$ cat config.mk
export PLATFORM = sky130hd
export DESIGN_NAME = uart_rx
export DESIGN_NICKNAME = d
export VERILOG_FILES = /design/src/rtl/uart_rx.sv
export SDC_FILE = /design/constraint.sdc
export NUM_CORES = 1
export LEC_CHECK = 0
export BUFFER_PORTS_ARGS = -buffer_cell sky130_fd_sc_hd__buf_2
export CAP_MARGIN = 10
export CORE_MARGIN = 3
export CORE_UTILIZATION = 49
export DETAILED_ROUTE_END_ITERATION = 12
export GPL_TIMING_DRIVEN = 1
export PLACE_DENSITY = 0.64
export SYNTH_ARGS = -nofsm -noshare
export SYNTH_HDL_FRONTEND = slang
export SYNTH_SLANG_ARGS = --single-unit
$ cat constraint.sdc
create_clock -name clk -period 3.36 [get_ports clk]
set_input_delay 0.168 -clock clk [delete_from_list [all_inputs] [get_ports clk]]
set_output_delay 0.168 -clock clk [all_outputs]
set_load 0.01 [all_outputs]
$ cat src/rtl/uart_rx.sv
// 8N1 UART receiver: 2-FF input synchronizer, oversampled mid-bit sampling,
// and a single-entry valid/ready holding register with overrun/frame error pulses.
module uart_rx #(
  parameter int CLK_FREQ   = 100_000_000,
  parameter int BAUD_RATE  = 115_200,
  parameter int OVERSAMPLE = 16
) (
  input  logic       clk,
  input  logic       rst_n,
  input  logic       rxd,
  output logic [7:0] rx_data,
  output logic       rx_valid,
  input  logic       rx_ready,
  output logic       rx_busy,
  output logic       frame_err,
  output logic       overrun
);

  localparam int DIV   = CLK_FREQ / (BAUD_RATE * OVERSAMPLE);
  localparam int DIV_W = (DIV > 1) ? $clog2(DIV) : 1;
  localparam int TCK_W = $clog2(OVERSAMPLE);

  localparam logic [DIV_W-1:0] DIV_LAST  = DIV_W'(DIV - 1);
  localparam logic [TCK_W-1:0] MID_START = TCK_W'(OVERSAMPLE / 2 - 1);
  localparam logic [TCK_W-1:0] BIT_LAST  = TCK_W'(OVERSAMPLE - 1);

  if (DIV < 2) begin : g_div_chk
    $error("uart_rx: CLK_FREQ/(BAUD_RATE*OVERSAMPLE) must be >= 2");
  end
  if (OVERSAMPLE < 8 || (OVERSAMPLE % 2) != 0) begin : g_os_chk
    $error("uart_rx: OVERSAMPLE must be even and >= 8");
  end

  typedef enum logic [2:0] {
    IDLE      = 3'd0,
    START     = 3'd1,
    DATA      = 3'd2,
    STOP      = 3'd3,
    WAIT_HIGH = 3'd4
  } state_e;

  state_e           state_q, state_d;
  logic             rx_meta_q, rxs_q;
  logic [DIV_W-1:0] div_q, div_d;
  logic [TCK_W-1:0] tck_q, tck_d;
  logic [2:0]       bit_q, bit_d;
  logic [7:0]       sh_q, sh_d;
  logic             commit_q, commit_d;
  logic [7:0]       data_q, data_d;
  logic             valid_q, valid_d;
  logic             fe_q, fe_d;
  logic             ov_q, ov_d;
  logic             tick, samp;

  // ---------------- state register ----------------
  always_ff @(posedge clk or negedge rst_n) begin
    if (!rst_n) begin
      rx_meta_q <= 1'b1;
      rxs_q     <= 1'b1;
      state_q   <= IDLE;
      div_q     <= '0;
      tck_q     <= '0;
      bit_q     <= '0;
      sh_q      <= '0;
      commit_q  <= 1'b0;
      data_q    <= '0;
      valid_q   <= 1'b0;
      fe_q      <= 1'b0;
      ov_q      <= 1'b0;
    end else begin
      rx_meta_q <= rxd;
      rxs_q     <= rx_meta_q;
      state_q   <= state_d;
      div_q     <= div_d;
      tck_q     <= tck_d;
      bit_q     <= bit_d;
      sh_q      <= sh_d;
      commit_q  <= commit_d;
      data_q    <= data_d;
      valid_q   <= valid_d;
      fe_q      <= fe_d;
      ov_q      <= ov_d;
    end
  end

  // Divider is parked at 0 in IDLE so every frame is phased to its start edge.
  assign tick = (state_q != IDLE) && (div_q == DIV_LAST);
  assign samp = tick && (((state_q == START) && (tck_q == MID_START)) ||
                         (((state_q == DATA) || (state_q == STOP)) && (tck_q == BIT_LAST)));

  // ---------------- next state ----------------
  always_comb begin
    state_d = state_q;
    case (state_q)
      IDLE:      if (!rxs_q) state_d = START;
      START:     if (samp) state_d = rxs_q ? IDLE : DATA;
      DATA:      if (samp && bit_q == 3'd7) state_d = STOP;
      STOP:      if (samp) state_d = rxs_q ? IDLE : WAIT_HIGH;
      WAIT_HIGH: if (rxs_q) state_d = IDLE;
      default:   state_d = IDLE;
    endcase
  end

  // ---------------- datapath / holding register ----------------
  always_comb begin
    div_d    = (state_q == IDLE || tick) ? '0 : div_q + 1'b1;
    tck_d    = tck_q;
    bit_d    = bit_q;
    sh_d     = sh_q;
    if (state_q == IDLE || samp) tck_d = '0;
    else if (tick)               tck_d = tck_q + 1'b1;
    if (state_q == START) bit_d = '0;
    if (state_q == DATA && samp) begin
      sh_d  = {rxs_q, sh_q[7:1]};
      bit_d = bit_q + 1'b1;
    end
    commit_d = (state_q == STOP) && samp && rxs_q;
    fe_d     = (state_q == STOP) && samp && !rxs_q;

    // A commit wins over a same-cycle handshake; a full register drops the new byte.
    data_d  = data_q;
    valid_d = valid_q && !rx_ready;
    ov_d    = 1'b0;
    if (commit_q) begin
      if (!valid_q || rx_ready) begin
        data_d  = sh_q;
        valid_d = 1'b1;
      end else begin
        ov_d = 1'b1;
      end
    end
  end

  // ---------------- outputs ----------------
  always_comb begin
    rx_busy   = (state_q != IDLE);
    rx_data   = data_q;
    rx_valid  = valid_q;
    frame_err = fe_q;
    overrun   = ov_q;
  end

endmodule

==> results.yml, run 1 <==
outcome:
  status: "finished, final reports clean"
clock_network:
  tritoncts: "built"
  clk_pin_slew_ns: 0.10
  h-tree-depth: 2
  clock_tree.buffer_depth: 2
  root_buffer: "clkbuf_4"
  clk_latency_ns: 0.34
  clock_sinks: 38
  numCtsBuffers: 5
sta:
  rsz0062_at_grt: "no"
  tightestPinTransition_ns: 0.8047
  min_period_ns: 2.110
  max_freq_mhz: 474.0
  fin_ws_ns: 1.250
  hold_viol_final: 0
  drv_slew: 0
  setup_tns_ns: 0
  setup_viol: 0
  max-slew-margin-rel_pct: 46.36
  skew_ns: 0.006269
  fin_crit_sh_pct: 62.79
worst_setup_path:
  crit_type: "reg -> reg"
  crit_required_ns: 3.59
  endpoint_kind: "flip-flop"
  cp-start-kind: "flip-flop"
  cp_max_fo: 10
  worstPathArrival_ns: 2.34
cells_and_area:
  instances_no_fill: 203
  final_common_cell: "dfrtp_1"
  finalInstanceArea_sq_um: 1837
  final_cell_mix: "dfrtp_1, mux2_2, nor2_1, buf_2, nand2_1"
  utilization_pct: 58.25
  antenna_cells: 0
  area_delta_synth_final_pct: 10.54
  drive_above_1_share_pct: 28.30
  nNetsFinal: 167
place:
  dp.final_hpwl_um: 1976
  pre_cts_ws_ns: 1.261
  dp_cells: 193
  placed_cell_area_sq_um: 1765
  io_buffers: 15
  gp_congestion: 0.7731
worst_hold_path:
  hp-class: "in -> reg"
routing:
  ant_nets: 0
  drc: 0
  vias: 1064
  via_per_inst: 5.241
  wl_per_cell_um: 13.66
  routed_wl_um: 2772
  first_pass_iters: 4
  drt_iter0_drc: 69
global_routing:
  grt_util_all_layers_pct: 16.15
  grt_pass1_wl_um: 5050
  grt_start_max_net_pins: 39
  overflow: 0
  grt_pass1_vias: 1126
  antenna_found_initial: 0
logic_synthesis:
  synth_nets: 146
  async_flop_share_pct: 100.0
  synth.area.top_cells: "dfrtp_1, mux2_2, ha_1"
  avgSynthCellArea_sq_um: 12.13
  synth.largest_area_cell: "dfrtp_1"
  synthCells: 137
  yosysUniqueCellTypes: 32
  synth-edff-count: 0
  synthesis.area_sq_um: 1662
  ys.flop_type: "dfrtp_1"
  ys_warn_count: 0
  netlist.area_leader.share_pct: 54.22
  synth.yosys.seq_area_share_pct: 57.38
  synth_seq_cells: 38
power:
  p_per_area_nw_per_um2: 379.2
  vdd_drop_max_uv: 276.4
  p_leak_nw: 0.9199
die:
  row_count: 20
  coreArea_sq_um: 3153
  die_w_um: 64.23
  die_h_um: 64.23
  io_pins: 16
  start_util_pct: 52.70
  dieArea_sq_um: 4125
flow_run:
  cap_viol_max_count: 0
routing by layer:
layer	share of wire (%)	GRT usage [%]	routed length, um	vias up
li1	-	-	-	515
met1	44	19.82	1232	523
met2	49	25.55	1372	21
met3	4.7	6.151	131	5
met4	1.3	6.596	35	0
met5	0	0	0	-
worst max-delay path, stage by stage, from the launching register on:
cell	delay [ns]
dfrtp_1	0.54
or3b_4	0.45
a21o_1	0.25
nor3_4	0.37
mux2_2	0.39
cell families after synthesis:
family | count (synthesis) | synth area share [%]
multiplexers | 18 | 12.12
AO/OA/AOI/OAI | 12 | 5.271
XOR/XNOR | 5 | 2.636
flip-flops | 38 | 57.38
buffers and inverters | 8 | 2.711
adder cells (fa/ha/maj) | 5 | 3.765
AND/OR/NAND/NOR | 51 | 16.12
area by class of cell:
class                      instances  area (sq um)
clock inverter                     2         10.01
multi-input combinational         91         663.1
clock buffer                       6         41.29
sequential                        38         953.4
fill                             282          1316
timing repair buffer              17         95.09
tap                               44         55.05
inverter                           5         18.77
where the power goes:
part	internal, W	total, W	switching [W]
combinational	0.00000321	0.0000123	0.00000907
clock	0.0000797	0.000224	0.000144
sequential	0.000459	0.000461	0.00000129
through the flow:
step	total power [W]	hold WS, ns
after floorplan	0.0004699	-0.1276
after CTS	0.0007055	0.1020
final	0.0006965	0.1103
after global routing	0.0007285	0.1196
after global placement	0.0004805	0.2745
after detailed placement	0.0004807	0.2750
cells in the mapped netlist (3+ instances only):
master    number
dfrtp_1       36
mux2_2        17
nor2_1        15
nand2_1       12
nand3_1        6
ha_1           5
inv_1          5
a21oi_1        3
nand3b_1       3
o21ai_0        3
xnor2_1        3
sequential cells by signal, indices dropped and copies added, names as in the netlist, 3 cells and up:
signal / count
rx_data: 8
state_q: 3
tck_q: 4
div_q: 6
sh_q: 8
bit_q: 3
worst paths after layout:
| check | slack [ns] | cells past startpoint | endpoint | from |
|---|---|---|---|---|
| setup / recovery | 1.25 | 4 | sh_q[0] | state_q[0] |
| hold / removal | 0.11 | 3 | overrun | rx_ready |
| setup reg to reg | 1.25 | 4 | sh_q[0] | state_q[0] |
| hold reg to reg | 0.36 | 0 | rxs_q | rx_meta_q |
| max in group asynchronous | 2.42 | 2 | rx_data[1] | rst_n |
| min in group asynchronous | 0.44 | 2 | tck_q[2] | rst_n |
repair_timing:
action / in CTS / in global routing
endpoints found under the hold margin: 37 / 0
gates resized for setup: 0 / 0
buffers inserted: 0 / 0
hold buffers: 2 / 0
Power figures use the tool's default switching activity.
==> inputs of run 2 (changes only) <==
--- a/config.mk
+++ b/config.mk
@@ -5,6 +5,7 @@
 export SDC_FILE = /design/constraint.sdc
 export NUM_CORES = 1
 export LEC_CHECK = 0
+export ABC_AREA = 1
 export BUFFER_PORTS_ARGS = -buffer_cell sky130_fd_sc_hd__buf_2
 export CAP_MARGIN = 10
 export CORE_MARGIN = 3
==> constraint.sdc (replaced) <==
create_clock -name clk -period 2.2 [get_ports clk]
set_input_delay 0.11 -clock clk [delete_from_list [all_inputs] [get_ports clk]]
set_output_delay 0.11 -clock clk [all_outputs]
set_load 0.01 [all_outputs]
==> results.yml, run 2 <==
outcome:
  status: "finished, final reports clean"
worst_hold_path:
  hold_path_end: "overrun"
  hp-class: "in -> reg"
  hp-start: "rx_ready"
  holdPathStages: 4
global_routing:
  grt_pass1_wl_um: 5250
  grt_util_all_layers_pct: 16.01
  overflow: 0
  antenna_found_initial: 0
  grt_pass1_vias: 1210
  grt_start_max_net_pins: 39
power:
  vdd_drop_max_uv: 362.5
  p_leak_nw: 0.9580
  p_per_area_nw_per_um2: 541.6
logic_synthesis:
  synth_nets: 194
  yosysMostFrequentCell: "dfrtp_1"
  synth-edff-count: 0
  synthesis.area_sq_um: 1769
  avgSynthCellArea_sq_um: 9.563
  ys_warn_count: 0
  synth.area.top_cells: "dfrtp_1, nand2_1, o21ai_2"
  synth_seq_cells: 38
  yosysUniqueCellTypes: 25
  synth_commonest_cells: "dfrtp_1, nand2_1, inv_1"
  netlist.area_leader.share_pct: 50.92
  async_flop_share_pct: 100.0
  synthCells: 185
  synth.largest_area_cell: "dfrtp_1"
  synth.yosys.seq_area_share_pct: 53.89
  ys.flop_type: "dfrtp_1"
clock_network:
  root_buffer: "clkbuf_4"
  clk_latency_ns: 0.34
  clk_pin_slew_ns: 0.11
  numCtsBuffers: 5
  cts_resized: 0
  clock_sinks: 38
  h-tree-depth: 2
  tritoncts: "built"
  cts_setup_buffers: 0
  clock_tree.buffer_depth: 2
worst_setup_path:
  crit_chain: "inv_1, ha_1, nand3_1, nor2_1, nand2_2, nor2_4, nand2_4, nand3_2, o21ai_2"
  slowest_delay_ns: 0.41
  endpoint_kind: "flip-flop"
  cp_max_fo: 20
  slowest_stage: "dfrtp_1"
  reg2reg_slack_ns: 0.54
  rr_worst_depth: 9
  worstPathArrival_ns: 1.89
  cp-start-kind: "flip-flop"
  crit_type: "reg -> reg"
  r2r_start: "div_q[1]"
  r2r_end: "bit_q[0]"
  crit_required_ns: 2.43
routing:
  routed_wl_um: 2910
  drc: 0
  first_pass_iters: 6
  drt_iter0_drc: 55
  ant_nets: 0
  vias: 1255
  via_per_inst: 4.980
  wl_per_cell_um: 11.55
sta:
  fin_crit_sh_pct: 75.61
  min_period_ns: 1.663
  max_freq_mhz: 601.2
  tightestPinTransition_ns: 0.8136
  max-slew-margin-rel_pct: 45.76
  setup_viol: 0
  drv_slew: 0
  skew_ns: 0.007913
  hold_viol_final: 0
  setup_tns_ns: 0
  fin_ws_ns: 0.5366
  rsz0062_at_grt: "no"
cells_and_area:
  drive_above_1_share_pct: 27.18
  fillers: 314
  area_delta_synth_final_pct: 9.830
  final_common_cell: "dfrtp_1"
  utilization_pct: 56.89
  final_cell_mix: "dfrtp_1, nand2_1, inv_1"
  antenna_cells: 0
  nNetsFinal: 215
flow_run:
  cap_viol_max_count: 0
place:
  dp.final_hpwl_um: 2147
  pre_cts_ws_ns: 0.5372
  gp_congestion: 0.7721
  io_buffers: 15
die:
  die_h_um: 66.09
  coreArea_sq_um: 3416
  start_util_pct: 51.79
  row_count: 21
  io_pins: 16
  die_w_um: 66.09
  dieArea_sq_um: 4368
## run 2: worst max path at each step
stage / slack, ns / cells after the start / startpoint / to
3_3_place_gp: 0.59 / 9 / div_q[1] / bit_q[0]
2_1_floorplan: 0.75 / 10 / div_q[1] / bit_q[0]
4_1_cts: 0.53 / 9 / div_q[1] / bit_q[0]
3_5_place_dp: 0.54 / 9 / div_q[1] / bit_q[0]
5_1_grt: 0.41 / 9 / div_q[1] / bit_q[0]
6_report: 0.54 / 9 / div_q[1] / bit_q[0]
## run 2: cell families (layout without fill, tap and decap cells)
| family | Yosys count | in the layout | share of synthesized area (%) |
|---|---|---|---|
| AOI/OAI and AO/OA | 29 | 29 | 10.75 |
| xor gates and xnor gates | 1 | 1 | 0.4951 |
| adders and majority gates | 5 | 5 | 3.536 |
| buffers and inverters | 27 | 48 | 6.577 |
| DFF | 38 | 38 | 53.89 |
| muxes | 1 | 1 | 0.6364 |
| and+or+nand+nor | 84 | 84 | 24.12 |
## run 2: critical path: cells and delay by family (launching register included)
kind	cells	cell delay (ns)
and+or+nand+nor	6	0.87
buffers and inverters	1	0.06
adders and majority gates	1	0.15
AOI/OAI and AO/OA	1	0.05
DFF	1	0.41
## run 2: power breakdown
group,switching (W),internal (W),total [W]
Combinational,0.0000156,0.00000490,0.0000205
Sequential,0.000000869,0.000701,0.000702
Clock,0.000215,0.000115,0.000330
## run 2: layer usage
| metal | wire, um | global-route usage [%] |
|---|---|---|
| met1 | 1319 | 19.09 |
| met2 | 1450 | 27.14 |
| met3 | 94 | 5.102 |
| met4 | 46 | 5.330 |
| met5 | 0 | 0 |
## run 2: cell type report
cell class,instances,area (sq um),share of cell area (%)
inverter,24,90.09,4.636
timing repair buffer,17,95.09,4.894
sequential,38,953.4,49.07
tap,46,57.56,2.962
multi-input combinational,120,699.4,35.99
clock buffer,5,37.54,1.932
clock inverter,2,10.01,0.5151
## run 2: per-stage QoR
| step | hold slack [ns] | area (sq um) | instances | power, W |
|---|---|---|---|---|
| 5_1_grt | 0.05513 | 1943 | 252 | 0.001102 |
| 4_1_cts | 0.01085 | 1943 | 252 | 0.001068 |
| 6_report | 0.02339 | 1943 | 252 | 0.001052 |
| 3_5_place_dp | 0.2170 | 1876 | 243 | 0.0007350 |
| 2_1_floorplan | -0.1856 | 1769 | 185 | 0.0007182 |
| 3_3_place_gp | 0.2200 | 1876 | 243 | 0.0007348 |
## run 2: what timing repair did
action,CTS,global route
hold endpoints to repair,37,0
endpoints found under the setup margin,0,0
hold buffers,2,0
